## config.mk

```make
export PLATFORM = sky130hd
export DESIGN_NAME = cordic_phase_gen
export DESIGN_NICKNAME = d
export VERILOG_FILES = /design/src/rtl/cordic_phase_gen.sv
export SDC_FILE = /design/constraint.sdc
export NUM_CORES = 1
export LEC_CHECK = 0
export CORE_UTILIZATION = 55
export CTS_CLUSTER_SIZE = 12
export DETAILED_ROUTE_END_ITERATION = 6
export GPL_ROUTABILITY_DRIVEN = 0
export PLACE_DENSITY = 0.82
export SLEW_MARGIN = 10
export SYNTH_ARGS = -nofsm -noshare
export SYNTH_HDL_FRONTEND = slang
export SYNTH_SLANG_ARGS = --single-unit
```

## constraint.sdc

```tcl
create_clock -name clk -period 15.3 [get_ports clk]
set_input_delay 2.295 -clock clk [delete_from_list [all_inputs] [get_ports clk]]
set_output_delay 2.295 -clock clk [all_outputs]
set_load 0.01 [all_outputs]
```

## src/rtl/cordic_phase_gen.sv

```systemverilog
// Phase sweep generator feeding the CORDIC rad input: 16.16 angles wrapped into [-pi, pi).
// Optional LFSR output dither is enabled by defining CORDIC_PHASE_DITHER_EN.
module cordic_phase_gen #(
    parameter int signed   PI_Q16     = 205887,
    parameter int signed   TWO_PI_Q16 = 411775,
    parameter int unsigned CNT_W      = 16
) (
    input  logic                    clk,
    input  logic                    rst,
    input  logic                    start,
    input  logic                    stop,
    input  logic signed [31:0]      start_phase,
    input  logic signed [31:0]      step,
    input  logic        [CNT_W-1:0] count,
    output logic signed [31:0]      rad_out,
    output logic                    rad_valid,
    input  logic                    rad_ready,
    output logic                    busy,
    output logic                    done
);

    typedef enum logic [1:0] {StIdle, StRun, StDone} state_e;

    state_e             r_state;
    state_e             w_state_next;
    logic signed [31:0] r_phase;
    logic signed [31:0] r_step;
    logic [CNT_W-1:0]   r_remaining;
    logic               r_cont;
    logic               r_busy;

    logic               w_start;
    logic               w_xfer;
    logic               w_last;
    logic signed [31:0] w_phase_clamp;
    logic signed [31:0] w_step_clamp;
    logic signed [32:0] w_pi;
    logic signed [32:0] w_two_pi;
    logic signed [32:0] w_sum;
    logic signed [32:0] w_adj;

    assign w_start = (r_state == StIdle) && start;
    assign w_xfer  = (r_state == StRun) && rad_ready;
    assign w_last  = w_xfer && !r_cont && (r_remaining == CNT_W'(1));

    assign w_pi     = 33'(PI_Q16);
    assign w_two_pi = 33'(TWO_PI_Q16);

    always_comb begin
        w_phase_clamp = start_phase;
        if (start_phase > PI_Q16 - 1) begin
            w_phase_clamp = PI_Q16 - 1;
        end else if (start_phase < -PI_Q16) begin
            w_phase_clamp = -PI_Q16;
        end
        w_step_clamp = step;
        if (step > PI_Q16) begin
            w_step_clamp = PI_Q16;
        end else if (step < -PI_Q16) begin
            w_step_clamp = -PI_Q16;
        end
    end

    // Sum at 33 bits so the wrap decision sees the true value before truncation.
    always_comb begin
        w_sum = {r_phase[31], r_phase} + {r_step[31], r_step};
        w_adj = '0;
        if (w_sum >= w_pi) begin
            w_adj = -w_two_pi;
        end else if (w_sum < -w_pi) begin
            w_adj = w_two_pi;
        end
    end

    always_ff @(posedge clk or negedge rst) begin
        if (!rst) begin
            r_state <= StIdle;
            r_busy  <= 1'b0;
        end else begin
            r_state <= w_state_next;
            r_busy  <= (w_state_next != StIdle);
        end
    end

    always_comb begin
        w_state_next = r_state;
        unique case (r_state)
            StIdle:  if (start) w_state_next = StRun;
            StRun: begin
                if (stop) begin
                    w_state_next = StIdle;
                end else if (w_last) begin
                    w_state_next = StDone;
                end
            end
            StDone:  w_state_next = StIdle;
            default: w_state_next = StIdle;
        endcase
    end

    always_ff @(posedge clk or negedge rst) begin
        if (!rst) begin
            r_phase     <= '0;
            r_step      <= '0;
            r_remaining <= '0;
            r_cont      <= 1'b0;
        end else if (w_start) begin
            r_phase     <= w_phase_clamp;
            r_step      <= w_step_clamp;
            r_remaining <= count;
            r_cont      <= (count == '0);
        end else if (w_xfer) begin
            r_phase <= 32'(w_sum + w_adj);
            if (!r_cont) begin
                r_remaining <= r_remaining - CNT_W'(1);
            end
        end
    end

`ifdef CORDIC_PHASE_DITHER_EN
    logic [15:0] r_lfsr;
    logic        w_lfsr_fb;

    assign w_lfsr_fb = r_lfsr[0] ^ r_lfsr[2] ^ r_lfsr[3] ^ r_lfsr[5];

    always_ff @(posedge clk or negedge rst) begin
        if (!rst) begin
            r_lfsr <= 16'hACE1;
        end else if (w_start) begin
            r_lfsr <= 16'hACE1;
        end else if (w_xfer) begin
            r_lfsr <= {w_lfsr_fb, r_lfsr[15:1]};
        end
    end

    // Offset of -8..+7 LSB is deliberately not re-wrapped.
    always_comb begin
        rad_out = r_phase + ({28'b0, r_lfsr[3:0]} - 32'd8);
    end
`else
    always_comb begin
        rad_out = r_phase;
    end
`endif

    always_comb begin
        rad_valid = (r_state == StRun);
        done      = (r_state == StDone);
        busy      = r_busy;
    end

endmodule

```

==> flow_metrics.tcl <==
set metrics [dict create \
    crit_slowest_cell "a311oi_1" \
    arrival_ns 7.46 \
    synthFlopType "dfrtp_1" \
    final_cell_mix "o21ai_0 (118), clkdlybuf4s50_1 (118), nand2_1 (108)" \
    worst_slack_ns 8.078 \
    tightest_slew_ns 0.9481 \
    syn_area_um2 7965 \
    skew_ns 0.01198 \
    first_iter_violations 668 \
    routed_wl_um 24450 \
    hold_viol 0 \
    slew_violations 0 \
    clock_sink_count 84 \
    grt_pass1_vias 7536 \
    slew_headroom_pct 36.79 \
    vias 8285 \
    postCtsSetupBuffers 0 \
    initial_core_util_pct 56.94 \
    antenna_cells 0 \
    first_pass_iters 6 \
    crit_path_end_kind "flip-flop" \
    cts.clk_slew.worst_paths_ns 0.07 \
    grt_max_degree 73 \
    ys_types 76 \
    synth_edf_count 0 \
    coreArea_um2 13990 \
    cts_tree "done" \
    max_freq_mhz 138.5 \
    grt.total_usage_pct 33.85 \
    worst_setup_path_start_kind "flip-flop" \
    worstPathRequired_ns 15.54 \
    area_delta_synth_final_pct 19.48 \
    cp_max_fo 11 \
    utilization_pct 68.03 \
    grt_pass1_wl_um 38840 \
    die_area_um2 14970 \
    clockBufferDepth 2 \
    drc_errors 0 \
    syn_avg_cell_area_um2 7.886 \
    placementRows 43 \
    grt-ovfl-total 0 \
    postCtsHoldBufs 0 \
    wl_per_cell_um 18.98 \
    period_share_pct 47.20 \
    max_stage_delay_ns 0.51 \
    ys_async_sr_fraction_pct 100.0 \
    cts_root_buffer "clkbuf_16" \
    tns_ns 0 \
    pre_cts_ws_ns 8.194 \
    fin_crit_ns 7.222 \
    cts_resized 0 \
    dp_hpwl_um 19090 \
    cts_buffers 9 \
    rsz0062_at_grt "false" \
    path_class "reg2reg" \
    maxCapViolCount 0 \
    ant_nets 0 \
    hold_path_class "reg2reg" \
    drive_gt1_share_pct 3.971 \
    ys_ff_latch 84 \
    ys_seq_area_share_pct 26.39 \
    ys_warn_count 0 \
    die_width_um 122.3 \
    die_y_um 122.3 \
    htree_levels 3 \
    clock_latency_ns 0.35 \
    antenna_found_initial 0 \
    ioPinCount 120 \
    nNetsFinal 1257 \
    setup_viol 0 \
    syn-num-nets 1164 \
    avgViaCountPerCell 6.432 \
    status "finished, final reports clean" \
    syn_inst 1010 \
    port_buffers 119 \
]
## sequential cells by signal (all words and copies together), names as in the netlist
signal and count:
r_cont 1, busy 1, r_remaining 16, r_step 32
r_state 2, rad_out 32
## worst max-delay path: cells and delay by family, from the launching register on
kind / cells / cell delay (ns)
adders and majority gates: 3 / 1.10
AOI/OAI and AO/OA: 11 / 3.47
DFF: 1 / 0.39
and+or+nand+nor: 11 / 2.15
## routing by layer
| metal | up-vias | wire [um] | global-route usage (%) | part of all wire, % |
|---|---|---|---|---|
| met2 | 403 | 10470 | 49.02 | 43 |
| met4 | 0 | 609 | 11.66 | 2.5 |
| li1 | 3942 | - | - | - |
| met5 | - | 0 | 0 | 0 |
| met3 | 50 | 2372 | 7.900 | 9.7 |
| met1 | 3890 | 11000 | 49.03 | 45 |
## cell type report
| cell class | instances | area (um2) |
|---|---|---|
| multi-input combinational | 852 | 5559 |
| fill | 1191 | 4472 |
| sequential | 84 | 2102 |
| timing repair buffer | 127 | 1249 |
| clock buffer | 13 | 250.2 |
| tap | 180 | 225.2 |
| inverter | 29 | 108.9 |
| clock inverter | 3 | 22.52 |
## through the flow
step                      instances  hold slack (ns)  instance area [um2]
final                          1288           0.5000                 9517
after CTS                      1288           0.4986                 9517
after detailed placement       1272           0.4860                 9244
after floorplan                1010           0.4538                 7965
after global placement         1272           0.4736                 9244
after global routing           1288           0.5298                 9517
## final timing paths
path                             from     endpoint  slack, ns  depth (start not counted)
max                        rad_out[0]  rad_out[31]       8.08                         25
min                        r_step[26]   r_step[26]       0.50                          2
max reg2reg                rad_out[0]  rad_out[31]       8.08                         25
min reg2reg                r_step[26]   r_step[26]       0.50                          2
max in group asynchronous         rst  rad_out[15]      12.35                          2
min in group asynchronous         rst   r_step[30]       1.78                          1
## cell families after synthesis
logic type,after synthesis,share of synthesized area (%)
compound gates,351,27.99
flops,84,26.39
mux,4,0.5812
fa+ha+maj,69,11.03
xor+xnor,67,7.367
simple gates,361,22.68
buf+inv,74,3.958
## Yosys cell counts (4+ instances only)
| master | number | area, um2 |
|---|---|---|
| nand2_1 | 108 | 405.4 |
| and2_1 | 4 | 25.02 |
| nor2_1 | 85 | 319.1 |
| or3_1 | 5 | 31.28 |
| nor3_1 | 14 | 70.07 |
| o21bai_1 | 6 | 45.04 |
| nand4_1 | 22 | 137.6 |
| a221oi_1 | 5 | 43.79 |
| o31ai_1 | 6 | 45.04 |
| or2_2 | 5 | 31.28 |
| xor2_1 | 30 | 262.8 |
| buf_6 | 4 | 45.04 |
| o2111ai_1 | 4 | 35.03 |
| ha_1 | 67 | 838.3 |
| o211ai_1 | 7 | 52.55 |
| a211o_1 | 5 | 43.79 |
| nand3b_1 | 6 | 45.04 |
| or4_1 | 10 | 75.07 |
| dfrtp_1 | 84 | 2102 |
| a221o_1 | 4 | 40.04 |
| and3_1 | 8 | 50.05 |
| nor2b_1 | 20 | 125.1 |
| nor4_1 | 23 | 143.9 |
| nor4b_1 | 4 | 35.03 |
| a31oi_1 | 13 | 81.33 |
| o21a_1 | 9 | 67.56 |
| xnor2_1 | 37 | 324.1 |
| clkbuf_1 | 37 | 138.9 |
| a21o_1 | 30 | 225.2 |
| a21oi_1 | 79 | 395.4 |
| o21ai_0 | 118 | 590.6 |
| a311oi_1 | 4 | 35.03 |
| nand2b_1 | 16 | 100.1 |
| o22a_1 | 9 | 78.83 |
| inv_1 | 29 | 108.9 |
| a22o_1 | 4 | 35.03 |
| a211oi_1 | 10 | 75.07 |
| nand3_1 | 19 | 95.09 |
Power is left out: the tool's default activity adds up to more than one toggle a clock period on the data nets, which glitch-free logic cannot reach.
